$ cat config.mk
export PLATFORM = sky130hd
export DESIGN_NAME = click_decoder
export DESIGN_NICKNAME = d
export VERILOG_FILES = /design/src/rtl/click_pkg.sv /design/src/rtl/click_gap_timer.sv /design/src/rtl/click_decoder.sv
export SDC_FILE = /design/constraint.sdc
export NUM_CORES = 1
export LEC_CHECK = 0
export CORE_ASPECT_RATIO = 1.5
export CORE_MARGIN = 5
export CORE_UTILIZATION = 59
export CTS_CLUSTER_DIAMETER = 60
export DETAILED_ROUTE_END_ITERATION = 8
export PLACE_DENSITY = 0.83
export SYNTH_ARGS = -nofsm -noshare
export SYNTH_HDL_FRONTEND = slang
export SYNTH_SLANG_ARGS = --single-unit
export TNS_END_PERCENT = 30
$ cat constraint.sdc
create_clock -name clk -period 2.6 [get_ports clk]
set_clock_uncertainty 0.15 [all_clocks]
set_input_delay 0.52 -clock clk [delete_from_list [all_inputs] [get_ports clk]]
set_output_delay 0.52 -clock clk [all_outputs]
set_load 0.02 [all_outputs]
$ cat src/rtl/click_pkg.sv
// ---------------------------------------------------------------------------
// click_pkg
// Shared definitions for the click decoder slice: FSM state encodings and
// the click-counter width.
//
// Optional build macro (used by click_decoder): CLICK_DECODER_HOLDOFF_EN
// ---------------------------------------------------------------------------
package click_pkg;

  // Width of the per-group press counter (holds 0..3).
  localparam int CLICK_W = 2;

  // HOLDOFF is only entered when CLICK_DECODER_HOLDOFF_EN is defined; in the
  // default build the encoding is unreachable and decodes back to IDLE.
  typedef enum logic [1:0] {
    ST_IDLE    = 2'b00,
    ST_GAP     = 2'b01,
    ST_EMIT    = 2'b10,
    ST_HOLDOFF = 2'b11
  } state_e;

endpackage : click_pkg

$ cat src/rtl/click_gap_timer.sv
// ---------------------------------------------------------------------------
// click_gap_timer
// Saturating idle-gap counter. Counts up while en is high and parks at
// GAP_CNT-1 so it never wraps; done flags that terminal value.
//
// Ports:
//   clk   in   system clock
//   rst   in   synchronous active-high reset (count -> 0)
//   clear in   restart the count at 0 (wins over en)
//   en    in   advance the count by one
//   done  out  count == GAP_CNT-1
// ---------------------------------------------------------------------------
module click_gap_timer
  import click_pkg::*;
#(
  parameter int GAP_CNT = 30_000_000,
  parameter int GAP_W   = 25
) (
  input  logic clk,
  input  logic rst,
  input  logic clear,
  input  logic en,
  output logic done
);

  localparam logic [GAP_W-1:0] LAST = GAP_W'(GAP_CNT - 1);

  logic [GAP_W-1:0] count_q;

  always_ff @(posedge clk) begin
    if (rst) begin
      count_q <= '0;
    end else if (clear) begin
      count_q <= '0;
    end else if (en && !done) begin
      count_q <= count_q + GAP_W'(1);
    end
  end

  assign done = (count_q == LAST);

endmodule : click_gap_timer

$ cat src/rtl/click_decoder.sv
// ---------------------------------------------------------------------------
// click_decoder
// Groups debounced press pulses into single/double/triple click events.
// A group stays open while presses keep arriving within GAP_CNT idle cycles;
// the third press closes it immediately. Each event is a one-cycle pulse
// decoded from the FSM state (no output registers).
//
// Ports:
//   clk           in   system clock (100 MHz)
//   rst           in   synchronous active-high reset
//   tick          in   one-cycle debounced press pulse
//   single_click  out  pulse: group of 1 press
//   double_click  out  pulse: group of 2 presses
//   triple_click  out  pulse: group of 3 presses
//   busy          out  high while a group is open (GAP/EMIT[/HOLDOFF])
//
// Build macro: CLICK_DECODER_HOLDOFF_EN -- when defined, every event is
// followed by a GAP_CNT-cycle HOLDOFF during which presses are ignored.
// ---------------------------------------------------------------------------
module click_decoder
  import click_pkg::*;
#(
  parameter int GAP_CNT    = 30_000_000,
  parameter int GAP_W      = 25,
  parameter int MAX_CLICKS = 3
) (
  input  logic clk,
  input  logic rst,
  input  logic tick,
  output logic single_click,
  output logic double_click,
  output logic triple_click,
  output logic busy
);

  localparam logic [CLICK_W-1:0] MAX_C = CLICK_W'(MAX_CLICKS);

  state_e               state_q, state_d;
  logic [CLICK_W-1:0]   clicks_q, clicks_d;
  logic                 tmr_clear, tmr_en, tmr_done;
  logic                 emit_ok;

  click_gap_timer #(
    .GAP_CNT (GAP_CNT),
    .GAP_W   (GAP_W)
  ) u_gap_timer (
    .clk   (clk),
    .rst   (rst),
    .clear (tmr_clear),
    .en    (tmr_en),
    .done  (tmr_done)
  );

  always_ff @(posedge clk) begin
    if (rst) begin
      state_q  <= ST_IDLE;
      clicks_q <= '0;
    end else begin
      state_q  <= state_d;
      clicks_q <= clicks_d;
    end
  end

  always_comb begin
    state_d   = state_q;
    clicks_d  = clicks_q;
    tmr_clear = 1'b0;
    tmr_en    = 1'b0;
    case (state_q)
      ST_IDLE: begin
        if (tick) begin
          clicks_d  = CLICK_W'(1);
          tmr_clear = 1'b1;
          state_d   = ST_GAP;
        end
      end
      ST_GAP: begin
        // A press in the timeout-decision cycle still belongs to the group.
        if (tick) begin
          if (clicks_q + CLICK_W'(1) == MAX_C) begin
            clicks_d = MAX_C;
            state_d  = ST_EMIT;
          end else begin
            clicks_d  = clicks_q + CLICK_W'(1);
            tmr_clear = 1'b1;
          end
        end else if (tmr_done) begin
          state_d = ST_EMIT;
        end else begin
          tmr_en = 1'b1;
        end
      end
      ST_EMIT: begin
`ifdef CLICK_DECODER_HOLDOFF_EN
        // Restart the timer so HOLDOFF lasts exactly GAP_CNT cycles.
        clicks_d  = '0;
        tmr_clear = 1'b1;
        state_d   = ST_HOLDOFF;
`else
        // A press landing on the emit cycle opens the next group directly.
        if (tick) begin
          clicks_d  = CLICK_W'(1);
          tmr_clear = 1'b1;
          state_d   = ST_GAP;
        end else begin
          clicks_d = '0;
          state_d  = ST_IDLE;
        end
`endif
      end
`ifdef CLICK_DECODER_HOLDOFF_EN
      ST_HOLDOFF: begin
        if (tmr_done) begin
          state_d = ST_IDLE;
        end else begin
          tmr_en = 1'b1;
        end
      end
`endif
      default: begin
        state_d  = ST_IDLE;
        clicks_d = '0;
      end
    endcase
  end

  // Outputs are masked by rst so a group caught in EMIT by a reset is
  // discarded without a pulse.
  assign emit_ok      = (state_q == ST_EMIT) && !rst;
  assign single_click = emit_ok && (clicks_q == CLICK_W'(1));
  assign double_click = emit_ok && (clicks_q == CLICK_W'(2));
  assign triple_click = emit_ok && (clicks_q == CLICK_W'(3));
  assign busy         = (state_q != ST_IDLE) && !rst;

endmodule : click_decoder
Yosys cells after proc, flatten, opt, wreduce, memory -nomap -nowiden
Cells that the tools add are included.
- register bits after elaboration: 29
- bits in latches: 0
- RAM bits: 0
- bits in read-only memories: 0
- output and inout bits: 4
- memories kept: 0
- $add $sub $neg: 2
- multiply operators: 0
- divide/modulo/power cells: 0
- $lt $le $gt $ge: 0
- equal/unequal tests: 11
- shift operators: 0
- muxes and demuxes: 16
- bitwise logic cells: 0
- reductions and logical operators: 14
- operator list (operator ; count):
    adder 25 x 1 -> 25 bit (second input constant) ; 1
    == test 25 bit (second input constant) ; 1
    two-way mux 2 bit ; 6
    case mux 2 bit (3 select lines) ; 2
    == test 2 bit (second input constant) ; 4
    two-way mux 1 bit ; 7
    logical AND 1 bit ; 6
    == test 2 x 1 -> 1 bit (second input constant) ; 2
    inequality test 2 bit (second input constant) ; 2
    OR reduction 2 bit ; 2
    inequality test 3 x 2 -> 1 bit (second input constant) ; 1
    inequality test 3 bit (second input constant) ; 1
    AND reduction 3 bit ; 1
    adder 2 x 1 -> 2 bit (second input constant) ; 1
    logical NOT 1 bit ; 2
    logical NOT 2 bit ; 1
    case mux 1 bit (2 select lines) ; 1
    AND reduction 2 bit ; 1
    nonzero test 2 bit ; 1

Logic depth before layout (Yosys ltp)
Gate-level depths: netlist of the first run.
- word-level depth: 6
- depth in mapped cells: 8

By module
A second synthesis of the first run with hierarchy kept.
- cells, all modules: 185
- area total of the unflattened synthesis: 1569.0 sq um
- modules (own cells, without submodules) (module ; instances ; cells each ; area an instance (sq um) ; seq. area each (sq um)):
    click_gap_timer ; 1 ; 150 ; 1260.0 ; 500.5
    click_decoder ; 1 ; 35 ; 309.0 ; 80.1

Worst setup path before layout of the first run
No wires, ideal clock.
- path kind: input port to flip-flop
- start: input port tick
- end: register u_gap_timer.count_q[13]
- data arrival time: 2.005 ns
- required time: 2.380 ns
- slack: 0.376 ns
- stages: 6
- buffers on the path: 2
- cells stage by stage: clkbuf_1 -> nor3b_4 -> o21ai_2 -> clkbuf_1 -> or4_2 -> a21oi_1
- cells in the longest elaborated chain, start to end: 3
- ends and longest elaborated chain (item ; RTL line ; RTL):
    from (decl) ; click_decoder.sv:29 ; input logic tick,
    two-way mux 1 bit, on equally long branches ; click_decoder.sv:71, click_decoder.sv:101, click_decoder.sv:79 ;
    case mux 1 bit (2 select lines) or two-way mux 1 bit (tied branches) ; click_decoder.sv:69 ; case (state_q)
    OR reduction 2 bit (no line) or logical AND 1 bit (tied branches) ; - ;
    to (signal assigned) ; click_gap_timer.sv:36 ; count_q <= count_q + GAP_W'(1);
    to (decl) ; click_gap_timer.sv:28 ; logic [GAP_W-1:0] count_q;
Parallel ways exist; a longest one is shown, timed or not.
A chain may end at the register's enable or synchronous reset.

Final worst setup path of the first run
- start: input port rst
- end: output port busy
- cells in the longest elaborated chain, start to end: 2
- ends and longest elaborated chain (item ; RTL line ; RTL):
    from (decl) ; click_decoder.sv:28 ; input logic rst,
    logical NOT 1 bit ; click_decoder.sv:133 ; assign busy = (state_q != ST_IDLE) && !rst;
    logical AND 1 bit ; click_decoder.sv:133 ;
    to (decl) ; click_decoder.sv:33 ; output logic busy
No other way between the ends.

==> metrics.csv, run 1 <==
stage,metric,value,unit
route,WL/cell,15.14,um
global_route,vias in the first global route,1377,
yosys,"Distinct cells, synth",40,
floorplanning,I/O Pins,7,
floorplanning,FP Rows,22,
clocking,CTS tree,done,
place,I/O Buffers,6,
clocking,largest buffer count on any clock path,2,
yosys,Synth Flop Type,dfxtp_1,
yosys,Post-synth top cells,"dfxtp_1 (29), a21oi_1 (16), nand2_1 (15)",
final_layout,fraction of layout instances using a drive strength above 1,14.14,%
sta,min Tclk post-route,2.501,ns
route,Vias/cell,6.414,
clocking,Root Buffer,clkbuf_4,
floorplanning,DIE AREA,3779,um2
sta,setup tns final,0,ns
worst_setup_path,worst-path maximum fanout,6,
yosys,most frequent cell after synthesis,dfxtp_1,
final_layout,final net count,206,
final_layout,antenna cells,0,
global_route,GR peak layer,met2,
global_route,M1 GR Usage,23.92,%
hold_path,worst hold path type,reg -> reg,
global_route,met3 usage,4.703,%
power_and_ir_drop,VDD IR-drop max,301.5,uV
global_route,first-pass GRT wire length,5968,um
floorplanning,initial core utilization,62.68,%
clocking,CTS H-tree depth,2,
yosys,post-synthesis sequential area ratio,37.39,%
yosys,Mean Syn Cell Area,8.439,um2
yosys,Post-synth EDFFs,0,
place,post-detail-place hpwl,2500,um
clocking,clock transition at the registers of the reported paths,0.09,ns
clocking,CTS Sinks,29,
final_layout,Syn-to-layout area delta,10.15,%
route,WL final,3361,um
global_route,initial antenna violation count,0,
worst_setup_path,CP endpoint kind,output pin,
worst_setup_path,CP startpoint kind,input port,
sta,relative slew slack,75.38,%
sta,Slew @ Worst Pin,0.3642,ns
floorplanning,overall die width,51.89,um
place,placer's final routability congestion estimate,0.8495,
sta,f_max,399.9,MHz
global_route,GR Overflow Total,0,
sta,max-slew violations,0,
yosys,Synth Warn #,0,
worst_setup_path,worst reg2reg path depth,7,
sta,# setup viols final,0,
job,Max Cap Viol,0,
global_route,largest net degree at the start of global routing,16,
yosys,top area cells in the synthesized netlist,"dfxtp_1 (37%), a21oi_1 (5.2%), o21ai_0 (4.5%)",
yosys,"FF+latch count, synth",29,
power_and_ir_drop,overall power,773.3,uW
floorplanning,Core ar.,2477,um2
route,DRT iter0 DRCs,27,
clocking,total CTS buffers,5,
sta,Final Hold Viols,0,
final_layout,Final Util,69.04,%
worst_setup_path,worst endpoint data arrival time,1.83,ns
hold_path,hold depth,2,
route,DR pass1 iterations,4,
power_and_ir_drop,LEAKAGE,0.5711,nW
worst_setup_path,critical path required time,1.93,ns
sta,ratio of final minimum period to clock period,96.18,%
route,drt drc,0,
final_layout,fill count,195,
yosys,share of the synthesized area in the top cell type,37.39,%
route,DRT antenna net count,0,
yosys,Netlist Area Pre-Place,1553,um2
global_route,GRT Total Usage,20.39,%
floorplanning,die height,72.83,um
yosys,"FFs w/ async S/R, synth",0,%
clocking,"Clk Latency, worst-skew pair",0.32,ns
worst_setup_path,Setup CP Type,in -> out,
yosys,syn_nets,192,
yosys,Mapped Cells,184,
sta,RSZ-0062 raised after global routing,false,
power_and_ir_drop,Power Density,452.1,nW/um2
yosys,"area leader, netlist",dfxtp_1,
global_route,met2 Use GR,35.10,%
status,status,finished clean,
route,DR vias,1424,
[path summary, 6_finish.rpt]
kind              slack (ns)                     end                   start
setup / recovery         0.1                    busy                     rst
hold / removal          0.36  u_gap_timer.count_q[1]  u_gap_timer.count_q[1]
setup reg to reg        0.35  u_gap_timer.count_q[0]  u_gap_timer.count_q[0]
hold reg to reg         0.36  u_gap_timer.count_q[1]  u_gap_timer.count_q[1]
[through the flow]
stage	std cells	hold slack (ns)	instance area (um2)	setup WS [ns]
final	222	0.3645	1710	0.09937
after detailed placement	215	0.3497	1654	-0.08286
after floorplan	184	0.2902	1553	0.3756
after global placement	215	0.3212	1654	-0.04361
after global routing	222	0.3763	1710	0.05892
after CTS	222	0.3619	1710	0.08804
[metal layers]
| metal | vias up | wire (um) |
|---|---|---|
| li1 | 713 | - |
| met1 | 674 | 1356 |
| met2 | 29 | 1759 |
| met3 | 8 | 174 |
| met4 | 0 | 70 |
| met5 | - | 0 |
[registers in the layout, summed over array words and instances (netlist names)]
name	cells
clicks_q	2
state_q	2
u_gap_timer.count_q	25
[cell families (layout without fill, tap and decap cells)]
| logic type | Yosys count | in the layout | synth area share, % |
|---|---|---|---|
| adders and majority gates | 5 | 5 | 4.029 |
| and+or+nand+nor | 90 | 90 | 34.89 |
| AOI/OAI and AO/OA | 42 | 42 | 15.63 |
| xor gates and xnor gates | 7 | 7 | 3.949 |
| DFF | 29 | 29 | 37.39 |
| buffers and inverters | 11 | 25 | 4.109 |
[cells in the final DEF (no fill, tap or decap), types with 5 or more instances in the layout]
cell / count
nand4_1: 6
a21oi_1: 16
ha_1: 5
buf_4: 8
clkbuf_4: 5
dfxtp_1: 29
or3_1: 7
xor2_1: 6
or4_1: 5
nor2_1: 14
o31ai_1: 6
o21ai_0: 14
nand2_1: 15
nand3_1: 11
[area by class of cell]
class                           instances  area (um2)  area share, %
Multi-Input combinational cell        144       913.4          53.40
Sequential cell                        29       580.6          33.94
Timing Repair Buffer                   14       116.4          6.803
Clock buffer                            7       55.05          3.219
Tap cell                               24       30.03          1.756
Inverter                                4       15.01         0.8778
[timing repair]
item                       4_1_cts  5_1_grt
setup endpoints to repair        3        0
resized for setup                4        0
buffers inserted                 0        0
hold buffers                     0        0
[where the power goes]
part	switching (mW)	leakage, nW	internal (mW)
Combinational	0.0259	0.306	0.0177
Clock	0.151	0.0314	0.128
Sequential	0.00422	0.234	0.447
Total	0.181	0.571	0.592
[worst max-delay path: stages]
cell and delay (ns):
clkdlybuf4s50_1 0.44, buf_4 0.17, nor2_1 0.09, clkdlybuf4s50_1 0.60
(Power assumes the default switching activity.)
==> inputs of run 2 (changes only) <==
--- a/config.mk
+++ b/config.mk
@@ -14,4 +14,3 @@
 export SYNTH_ARGS = -nofsm -noshare
 export SYNTH_HDL_FRONTEND = slang
 export SYNTH_SLANG_ARGS = --single-unit
-export TNS_END_PERCENT = 30
==> results of run 2 <==
The final DEF is identical to that of run 1; final timing and power are the same.
